`src/rtl/dm_abstract_cmd_ctrl_if.sv`:
```
// dm_abstract_cmd_ctrl_if
// Handshake bundle between the debug-module register file / debug-memory
// block and the abstract-command sequencer.
//   master : register-file and hart-handshake side (drives commands and acks)
//   slave  : the sequencer (drives load strobe, GO/RESUME flags, status)
interface dm_abstract_cmd_ctrl_if;
  logic        cmd_valid_i;
  logic [31:0] cmd_i;
  logic        resume_req_i;
  logic [2:0]  cmderr_clear_i;
  logic        hart_halted_i;
  logic        going_ack_i;
  logic        halted_ack_i;
  logic        exception_i;
  logic        resuming_i;
  logic        abs_cmd_we_o;
  logic        go_o;
  logic        resume_o;
  logic        clear_resumeack_o;
  logic        busy_o;
  logic [2:0]  cmderr_o;

  modport master (
    output cmd_valid_i, cmd_i, resume_req_i, cmderr_clear_i, hart_halted_i,
           going_ack_i, halted_ack_i, exception_i, resuming_i,
    input  abs_cmd_we_o, go_o, resume_o, clear_resumeack_o, busy_o, cmderr_o
  );

  modport slave (
    input  cmd_valid_i, cmd_i, resume_req_i, cmderr_clear_i, hart_halted_i,
           going_ack_i, halted_ack_i, exception_i, resuming_i,
    output abs_cmd_we_o, go_o, resume_o, clear_resumeack_o, busy_o, cmderr_o
  );
endinterface

```
`src/rtl/dm_abstract_cmd_ctrl.sv`:
```
// dm_abstract_cmd_ctrl
// Sequences abstract-command execution through the debug-memory block:
// loads the command buffer, raises GO/RESUME for the hart, follows the
// hart's GOING/HALTED/EXCEPTION/RESUMING writes and reports busy/cmderr.
//
// Ports:
//   clk_i, rst_i : clock, asynchronous active-high reset
//   bus (slave)  : command/resume requests, cmderr W1C mask, hart status and
//                  handshake pulses in; load strobe, GO, RESUME,
//                  clear_resumeack, busy and cmderr out
//
// Optional feature: define DM_ABSCMD_TIMEOUT_EN to abort a command that
// spends TimeoutCycles cycles in WAIT_GOING plus EXEC (cmderr=7).
//
// state      | meaning
// IDLE       | no command or resume in flight
// LOAD       | command buffer write strobe
// WAIT_GOING | GO raised, waiting for hart to write GOING
// EXEC       | hart running the program buffer
// RESUME     | RESUME raised, waiting for hart to write RESUMING
module dm_abstract_cmd_ctrl #(
  parameter int unsigned TimeoutCycles = 1023
) (
  input logic                   clk_i,
  input logic                   rst_i,
  dm_abstract_cmd_ctrl_if.slave bus
);

  typedef enum logic [2:0] {IDLE, LOAD, WAIT_GOING, EXEC, RESUME} state_e;

  state_e     state_q, state_d;
  logic [2:0] cmderr_q, cmderr_d, err_set, err_cleared;
  logic       clr_ack_q, clr_ack_d;
  logic       busy_q;
  logic       timeout;
  logic       cmd_supported;
  logic       cmd_unused;

  assign cmd_supported = (bus.cmd_i[31:24] == 8'h00);
  // Only cmdtype is inspected here; the rest goes to the command buffer.
  assign cmd_unused    = ^bus.cmd_i[23:0];

`ifdef DM_ABSCMD_TIMEOUT_EN
  localparam int unsigned CntW = $clog2(TimeoutCycles + 1);
  localparam logic [CntW-1:0] CntLast = CntW'(TimeoutCycles - 1);
  localparam logic [CntW-1:0] CntMax  = CntW'(TimeoutCycles);

  logic [CntW-1:0] cnt_q;
  logic            in_flight;

  assign in_flight = (state_q == WAIT_GOING) || (state_q == EXEC);
  // Fires on the last allowed cycle; >= keeps it asserted in EXEC when a
  // GOING ack pre-empted it on that cycle.
  assign timeout   = in_flight && (cnt_q >= CntLast);

  always_ff @(posedge clk_i or posedge rst_i) begin
    if (rst_i) begin
      cnt_q <= '0;
    end else if (state_q == LOAD) begin
      cnt_q <= '0;
    end else if (in_flight && (cnt_q != CntMax)) begin
      cnt_q <= cnt_q + 1'b1;
    end
  end
`else
  localparam int unsigned TimeoutUnused = TimeoutCycles;
  assign timeout = 1'b0;
`endif

  always_comb begin
    state_d   = state_q;
    err_set   = 3'd0;
    clr_ack_d = 1'b0;
    case (state_q)
      IDLE: begin
        // A command always shadows a same-cycle resume request.
        if (bus.cmd_valid_i) begin
          if (cmderr_q == 3'd0) begin
            if (!bus.hart_halted_i)  err_set = 3'd4;
            else if (!cmd_supported) err_set = 3'd2;
            else                     state_d = LOAD;
          end
        end else if (bus.resume_req_i && bus.hart_halted_i) begin
          state_d   = RESUME;
          clr_ack_d = 1'b1;
        end
      end
      LOAD: state_d = WAIT_GOING;
      WAIT_GOING: begin
        if (bus.going_ack_i) begin
          state_d = EXEC;
        end else if (timeout) begin
          err_set = 3'd7;
          state_d = IDLE;
        end
      end
      EXEC: begin
        if (bus.exception_i) begin
          err_set = 3'd3;
          state_d = IDLE;
        end else if (bus.halted_ack_i) begin
          state_d = IDLE;
        end else if (timeout) begin
          err_set = 3'd7;
          state_d = IDLE;
        end
      end
      RESUME: if (bus.resuming_i) state_d = IDLE;
      default: state_d = IDLE;
    endcase

    // Writes while busy flag "busy" unless the FSM already raised an error.
    if ((state_q != IDLE) && bus.cmd_valid_i && (err_set == 3'd0)) err_set = 3'd1;

    // W1C first, then the first error sticks.
    err_cleared = cmderr_q & ~bus.cmderr_clear_i;
    cmderr_d    = ((err_cleared == 3'd0) && (err_set != 3'd0)) ? err_set : err_cleared;
  end

  always_ff @(posedge clk_i or posedge rst_i) begin
    if (rst_i) begin
      state_q   <= IDLE;
      cmderr_q  <= 3'd0;
      clr_ack_q <= 1'b0;
      busy_q    <= 1'b0;
    end else begin
      state_q   <= state_d;
      cmderr_q  <= cmderr_d;
      clr_ack_q <= clr_ack_d;
      busy_q    <= (state_d != IDLE);
    end
  end

  assign bus.abs_cmd_we_o      = (state_q == LOAD);
  assign bus.go_o              = (state_q == WAIT_GOING);
  assign bus.resume_o          = (state_q == RESUME);
  assign bus.clear_resumeack_o = clr_ack_q;
  assign bus.busy_o            = busy_q;
  assign bus.cmderr_o          = cmderr_q;

endmodule
```
`src/flat_wrapper.sv`:
```
// flat-port wrapper written by rule: the top's interface ports become plain ports
module dm_abstract_cmd_ctrl_flat 
#(
  parameter int unsigned TimeoutCycles = 1023
)
  (clk_i, rst_i, bus_cmd_valid_i, bus_cmd_i, bus_resume_req_i, bus_cmderr_clear_i, bus_hart_halted_i, bus_going_ack_i, bus_halted_ack_i, bus_exception_i, bus_resuming_i, bus_abs_cmd_we_o, bus_go_o, bus_resume_o, bus_clear_resumeack_o, bus_busy_o, bus_cmderr_o);
  dm_abstract_cmd_ctrl_if bus_i ();
  input logic clk_i;
  input logic rst_i;
  input wire logic [$bits(bus_i.cmd_valid_i)-1:0] bus_cmd_valid_i;
  input wire logic [$bits(bus_i.cmd_i)-1:0] bus_cmd_i;
  input wire logic [$bits(bus_i.resume_req_i)-1:0] bus_resume_req_i;
  input wire logic [$bits(bus_i.cmderr_clear_i)-1:0] bus_cmderr_clear_i;
  input wire logic [$bits(bus_i.hart_halted_i)-1:0] bus_hart_halted_i;
  input wire logic [$bits(bus_i.going_ack_i)-1:0] bus_going_ack_i;
  input wire logic [$bits(bus_i.halted_ack_i)-1:0] bus_halted_ack_i;
  input wire logic [$bits(bus_i.exception_i)-1:0] bus_exception_i;
  input wire logic [$bits(bus_i.resuming_i)-1:0] bus_resuming_i;
  output wire logic [$bits(bus_i.abs_cmd_we_o)-1:0] bus_abs_cmd_we_o;
  output wire logic [$bits(bus_i.go_o)-1:0] bus_go_o;
  output wire logic [$bits(bus_i.resume_o)-1:0] bus_resume_o;
  output wire logic [$bits(bus_i.clear_resumeack_o)-1:0] bus_clear_resumeack_o;
  output wire logic [$bits(bus_i.busy_o)-1:0] bus_busy_o;
  output wire logic [$bits(bus_i.cmderr_o)-1:0] bus_cmderr_o;
  assign bus_i.cmd_valid_i = bus_cmd_valid_i;
  assign bus_i.cmd_i = bus_cmd_i;
  assign bus_i.resume_req_i = bus_resume_req_i;
  assign bus_i.cmderr_clear_i = bus_cmderr_clear_i;
  assign bus_i.hart_halted_i = bus_hart_halted_i;
  assign bus_i.going_ack_i = bus_going_ack_i;
  assign bus_i.halted_ack_i = bus_halted_ack_i;
  assign bus_i.exception_i = bus_exception_i;
  assign bus_i.resuming_i = bus_resuming_i;
  assign bus_abs_cmd_we_o = bus_i.abs_cmd_we_o;
  assign bus_go_o = bus_i.go_o;
  assign bus_resume_o = bus_i.resume_o;
  assign bus_clear_resumeack_o = bus_i.clear_resumeack_o;
  assign bus_busy_o = bus_i.busy_o;
  assign bus_cmderr_o = bus_i.cmderr_o;
  dm_abstract_cmd_ctrl #(.TimeoutCycles(TimeoutCycles)) u_core (.clk_i(clk_i), .rst_i(rst_i), .bus(bus_i));
endmodule
```
`config.mk`:
```
export PLATFORM = sky130hd
export DESIGN_NAME = dm_abstract_cmd_ctrl_flat
export DESIGN_NICKNAME = d
export VERILOG_FILES = /design/src/rtl/dm_abstract_cmd_ctrl_if.sv /design/src/rtl/dm_abstract_cmd_ctrl.sv /design/src/flat_wrapper.sv
export SDC_FILE = /design/constraint.sdc
export NUM_CORES = 1
export LEC_CHECK = 0
export CAP_MARGIN = 20
export CELL_PAD_IN_SITES_DETAIL_PLACEMENT = 0
export CELL_PAD_IN_SITES_GLOBAL_PLACEMENT = 1
export CORE_UTILIZATION = 17
export DETAILED_ROUTE_END_ITERATION = 16
export GPL_TIMING_DRIVEN = 1
export PLACE_DENSITY_LB_ADDON = 0.1
export RECOVER_POWER = 50
export SETUP_SLACK_MARGIN = 0.3
export SYNTH_ARGS = -nofsm -noshare
export SYNTH_HDL_FRONTEND = slang
export SYNTH_SLANG_ARGS = --single-unit
export TNS_END_PERCENT = 5
```
`constraint.sdc`:
```
create_clock -name clk_i -period 1.3 [get_ports clk_i]
set_input_delay 0.195 -clock clk_i [delete_from_list [all_inputs] [get_ports clk_i]]
set_output_delay 0.195 -clock clk_i [all_outputs]
set_load 0.01 [all_outputs]
```
==> metrics.md, run 1 <==
| Metric | Value |
|---|---|
| Seq/Total Area, Yosys | `42.2%` |
| Reg2Reg Launch Point | `u_core.state_q[0]` |
| DR WL/cell | `about 11 microns` |
| Clock root buffer | `clkbuf_4` |
| Ys Warns | `0` |
| Io pins | `52` |
| DRT Pass-1 Iters | `2` |
| Placement Setup Slack | `-0.173 ns` |
| Pins Over Slew Limit | `0` |
| Post-DP HPWL | `roughly 1.0 mm` |
| Detailed Route Iter0 Violations | `3` |
| Synthesis-stage register bit count | `8` |
| Largest net degree at the start of global routing | `9` |
| Die H | `54.8 microns` |
| Via count | `517` |
| Most frequent cells in the layout | `18 x clkdlybuf4s50_1, 11 x buf_4, 6 x dfrtp_1` |
| GPL Wtd Cong | `0.686` |
| DRC viols | `0` |
| Design area | `approximately 900 sq um` |
| Vias per std cell | `about 4.2` |
| Leakage | `0.433 nW` |
| Initial core utilization | `18.6%` |
| RSZ-0062 raised after global routing | `yes` |
| CP arrival | `1.20 ns` |
| Mapped cell area | `474 sq um` |
| Nature of the critical path startpoint | `flop` |
| Final nets | `138` |
| Setup TNS | `-0.206 ns` |
| Final non-filler cell total | `122` |
| Post-layout minimum cycle time | `1.40 ns` |
| Failing checks | `negative setup slack` |
| Final period utilization | `107%` |
| Worst Hold Class | `primary input to asynchronous set/reset pin` |
| Initial antenna violation count | `0` |
| GRT Overall Usage | `10.8%` |
| Avg Cell Area, Syn | `9.68 sq um` |
| Worst endpoint required time | `1.11 ns` |
| Fin. Hold Viols | `0` |
| CTS tree | `done` |
| FMAX | `716 MHz` |
| Worst-Margin Slew | `0.355 ns` |
| Rows | `18` |
| Status | `complete, but fails checks` |
| Critical path class | `flop to primary output` |
| Relative slew slack | `76.1%` |
| Crit Path Max Fanout | `5` |
| Inserted Diodes | `0` |
| Clock sink count | `8` |
| Total power | `1.39 mW` |
| Final setup viols | `5` |
| Placed insts | `113` |
| Post-Route WL | `1.32 mm` |
| Sequential standard cell area | `between 200 and 250 sq um` |
| Cell Area, Placed | `833 sq um` |
| Synth-to-Final Area Change | `95.5%` |
| Chip Width | `54.8 microns` |
| # Max-Cap Violations | `0` |
| DIE AREA | `0.00300 sq mm` |
| CP startpoint | `u_core.state_q[1]` |
| Most common cell after layout, fill and taps aside | `clkdlybuf4s50_1` |
| Maximum vdd ir drop | `0.582 mV` |
| First-pass GRT wire length | `2.13 mm` |
| Crit. End Element | `primary output` |
| TritonCTS Buffers | `3` |
| Area of the multi-input gates | `279 sq um` |
| Syn Nets | `93` |
| Post-route setup slack | `-0.0962 ns` |
| Antenna-violating nets left | `0` |
| R2R Setup Slk | `-0.06 ns` |
| Vias in the first global route | `496` |
| Synth cell types | `26` |
| Worst Skew | `a little under 0.0008 ns` |
| Worst-Skew Late Latency | `0.25 ns` |
| Clock slew at the register clock pins of the worst setup and hold paths | `around 0.06 ns` |
| Core area | `0.00254 sq mm` |
| GR Overflow Total | `0` |
| Cells after synthesis | `49` |
| H-tree depth | `1` |
| Layout cells sized above 1 | `39.1%` |
| Filler cells | `279` |
| Port buffer count | `27` |
| Longest Clk Path Bufs | `2` |
| Power per Cell Area | `1500 mW/mm^2` |
-- flip-flops by register name (all words and copies together), names as in the netlist --
signal                        count
u_core.bus.busy_o                 1
u_core.bus.clear_resumeack_o      1
u_core.bus.cmderr_o               3
u_core.state_q                    3
-- per-layer routing --
layer  global-route usage, %  routed length (microns)  vias up
met5                       0                        0        -
met4                    7.69                       26        0
met2                    15.1                      531       23
met3                    3.33                      125        2
li1                        -                        -      265
met1                    13.7                      639      227
-- what timing repair did --
action	CTS	global route
gates resized for setup	35	7
hold buffers	0	0
setup endpoints to repair	16	14
setup buffers	5	1
pin swaps	5	6
-- cell families after synthesis --
logic type	count (synthesis)	share of synthesized area [%]
flops	8	42.2
buf+inv	5	5.80
compound gates	8	10.3
simple gates	28	41.7
-- worst paths after layout --
path	to	depth (start not counted)
max	bus_resume_o	4
min	u_core.state_q[2]	2
max reg2reg	u_core.bus.cmderr_o[0]	5
min reg2reg	u_core.bus.cmderr_o[0]	2
max in group asynchronous	u_core.state_q[0]	2
min in group clk_i	u_core.bus.clear_resumeack_o	2
-- through the flow --
step,hold slack [ns],util [%]
after floorplan,0.0107,-
after global placement,0.479,32.7
after detailed placement,0.475,32.7
after CTS,0.208,35.3
after global routing,0.361,36.4
final,0.343,36.4
-- cell usage after synthesis --
master    n  area (sq um)
a21oi_1   1          5.00
a31oi_1   1          6.26
and2_1    1          6.26
and2_2    1          7.51
and4b_1   2          20.0
buf_2     1          5.00
buf_6     1          11.3
dfrtp_1   8           200
inv_1     3          11.3
nand2_1   3          11.3
nand2b_1  3          18.8
nand4_1   2          12.5
nor2_1    1          3.75
nor2_2    1          6.26
nor2b_1   3          18.8
nor3_1    1          5.00
nor3b_1   2          15.0
nor4_1    2          12.5
nor4b_2   2          30.0
nor4bb_1  1          10.0
o211a_1   1          10.0
o21ai_0   2          10.0
o21ai_1   2          10.0
o21bai_1  1          7.51
or2b_1    1          7.51
or3_1     2          12.5
-- critical path, stage by stage, from the launching register on --
cell and delay [ns]:
dfrtp_2 0.43, buf_4 0.14, nor2_2 0.12, and2_2 0.17, buf_6 0.09
-- area by class of cell --
class                      instances  area share (%)
clock buffer                       3            2.43
inverter                           3            1.21
tap                               30            4.05
timing repair buffer              42            40.4
sequential                         8            21.9
multi-input combinational         36            30.1
-- power by group --
group,switching [mW],internal (mW)
registers,0.0782,0.339
logic,0.310,0.480
clock network,0.0815,0.105
(Power assumes the default switching activity.)
==> run 2, diff against run 1 <==
==> constraint.sdc (replaced) <==
create_clock -name clk_i -period 1.3 [get_ports clk_i]
set_input_delay 0.195 -clock clk_i [delete_from_list [all_inputs] [get_ports clk_i]]
set_output_delay 0.195 -clock clk_i [all_outputs]
set_load 0.1 [all_outputs]
==> run 2 against run 1 <==
The run still ends with negative setup slack left. Critical path depth shrank 1. Non-clock buffer count shrank 4. Sequential cell count did not move. Global-route usage grew 0.87 points. Sequential share of layout area fell by 1.6 points. Wire length grew 2.3%.
==> metrics.md, run 2 (same netlist as run 1, synthesis figures left out) <==
| Metric | Value |
|---|---|
| Status | `complete, but fails checks` |
| Failing checks | `negative setup slack` |
| Leakage | `between 0.4 and 0.5 nW` |
| Worst endpoint required time | `1.11 ns` |
| Longest Clk Path Bufs | `2` |
| Reg2Reg Launch Point | `u_core.state_q[1]` |
| Core area | `0.00254 sq mm` |
| Clock sink count | `8` |
| Met1 WL | `607 microns` |
| Io pins | `52` |
| End of the critical path | `bus_abs_cmd_we_o` |
| Vias per std cell | `roughly 4.3` |
| GRT Overall Usage | `a little under an eighth` |
| Total power | `about 2.2 mW` |
| Vias in the first global route | `about 550` |
| # Max-Cap Violations | `0` |
| Largest net degree at the start of global routing | `10` |
| Relative slew slack | `between 70% and 80%` |
| RSZ-0062 raised after global routing | `yes` |
| FMAX | `688 MHz` |
| Crit. End Element | `primary output` |
| Final period utilization | `112%` |
| GR Overflow Total | `0` |
| Most common cell after layout, fill and taps aside | `clkdlybuf4s50_1` |
| R2r worst-path depth | `4` |
| Fin. Hold Viols | `0` |
| Worst-Margin Slew | `0.362 ns` |
| Rows | `18` |
| Clock slew at the register clock pins of the worst setup and hold paths | `0.06 ns` |
| Cell Area, Placed | `940 sq um` |
| Top Layer Used | `met4` |
| Design area | `just over 0.001 sq mm` |
| R2R Setup Slk | `0.02 ns` |
| Met2 wire length | `622 microns` |
| DIE AREA | `0.00300 sq mm` |
| Inserted Diodes | `0` |
| H-tree depth | `1` |
| Worst Skew | `0.00306 ns` |
| First-pass GRT wire length | `2.35 mm` |
| Worst hold slack | `0.330 ns` |
| DRC viols | `0` |
| Layout cells sized above 1 | `between 30% and 40%` |
| Power per Cell Area | `2210 mW/mm^2` |
| CTS tree | `done` |
| Final Core Density | `39.6%` |
| Clock root buffer | `clkbuf_4` |
| CP startpoint | `u_core.state_q[1]` |
| Critical path class | `flop to primary output` |
| Placed insts | `114` |
| Detailed Route Iter0 Violations | `9` |
| CP max-delay cell | `dfrtp_2` |
| Slowest cell delay on critical path | `0.44 ns` |
| GPL Wtd Cong | `0.681` |
| Setup TNS | `-0.412 ns` |
| Hold Buf Count CTS | `0` |
| Crit Path Max Fanout | `5` |
| DR WL/cell | `11.5 microns` |
| Die H | `54.8 microns` |
| Worst-Skew Late Latency | `about 0.25 ns` |
| Routed wl met3 | `96 microns` |
| Nature of the critical path startpoint | `flop` |
| Reg2reg end | `u_core.bus.cmderr_o[0]` |
| Most frequent cells in the layout | `18 x clkdlybuf4s50_1, 7 x buf_12, 7 x buf_4` |
| Via count | `513` |
| Final nets | `134` |
| Final non-filler cell total | `roughly 120` |
| Post-Route WL | `1.35 mm` |
| Maximum vdd ir drop | `around 1.4 mV` |
| Antenna-violating nets left | `0` |
| Post-layout minimum cycle time | `1.45 ns` |
| Placement Setup Slack | `-0.0851 ns` |
| Pins Over Slew Limit | `0` |
| Worst Hold Class | `primary input to asynchronous set/reset pin` |
| Filler cells | `270` |
| Initial core utilization | `between 10% and 20%` |
| Worst path cell trace | `buf_6, nor3b_4, buf_12` |
| Chip Width | `54.8 microns` |
| Synth-to-Final Area Change | `112%` |
| TritonCTS Buffers | `3` |
| Port buffer count | `27` |
| CP arrival | `1.26 ns` |
| Post-DP HPWL | `1.10 mm` |
| DRT Pass-1 Iters | `4` |
| Final setup viols | `3` |
| Initial antenna violation count | `0` |
| Post-route setup slack | `-0.152 ns` |
run 2: report_power, final:
| group | switching, mW | total, mW | internal, mW |
|---|---|---|---|
| registers | 0.125 | 0.464 | 0.339 |
| clock network | 0.0837 | 0.189 | 0.106 |
| logic | 0.903 | 1.57 | 0.671 |
run 2: worst max-delay path: cells and delay by family (launching register included):
kind / cells / cell delay (ns)
DFF: 1 / 0.44
buffers and inverters: 2 / 0.33
and+or+nand+nor: 1 / 0.23
run 2: how the worst min path moves through the flow:
stage                from  slack, ns  cells past startpoint                      endpoint
floorplan           rst_i       0.01                      1             u_core.bus.busy_o
global placement    rst_i       0.47                      2             u_core.bus.busy_o
detailed placement  rst_i       0.48                      2             u_core.state_q[2]
CTS                 rst_i       0.20                      2  u_core.bus.clear_resumeack_o
global route        rst_i       0.37                      2  u_core.bus.clear_resumeack_o
finish              rst_i       0.33                      2  u_core.bus.clear_resumeack_o
run 2: area by class of cell:
class                   count  area, sq um  share of cell area [%]
clock buffers               3         22.5                    2.24
inverters                   3         11.3                    1.12
multi-input cells          36          297                    29.4
flip-flops and latches      8          204                    20.2
well taps                  30         37.5                    3.73
repair buffers             38          435                    43.2
run 2: timing repair:
action,CTS,global route
pin swaps,3,0
endpoints found under the setup margin,16,16
gates resized for setup,8,5
buffers inserted,1,0
run 2: per-layer routing:
layer | vias to the layer above | track usage (%)
li1 | 257 | -
met1 | 233 | 14.7
met2 | 21 | 17.3
met3 | 2 | 1.11
met4 | 0 | 10.3
met5 | - | 0
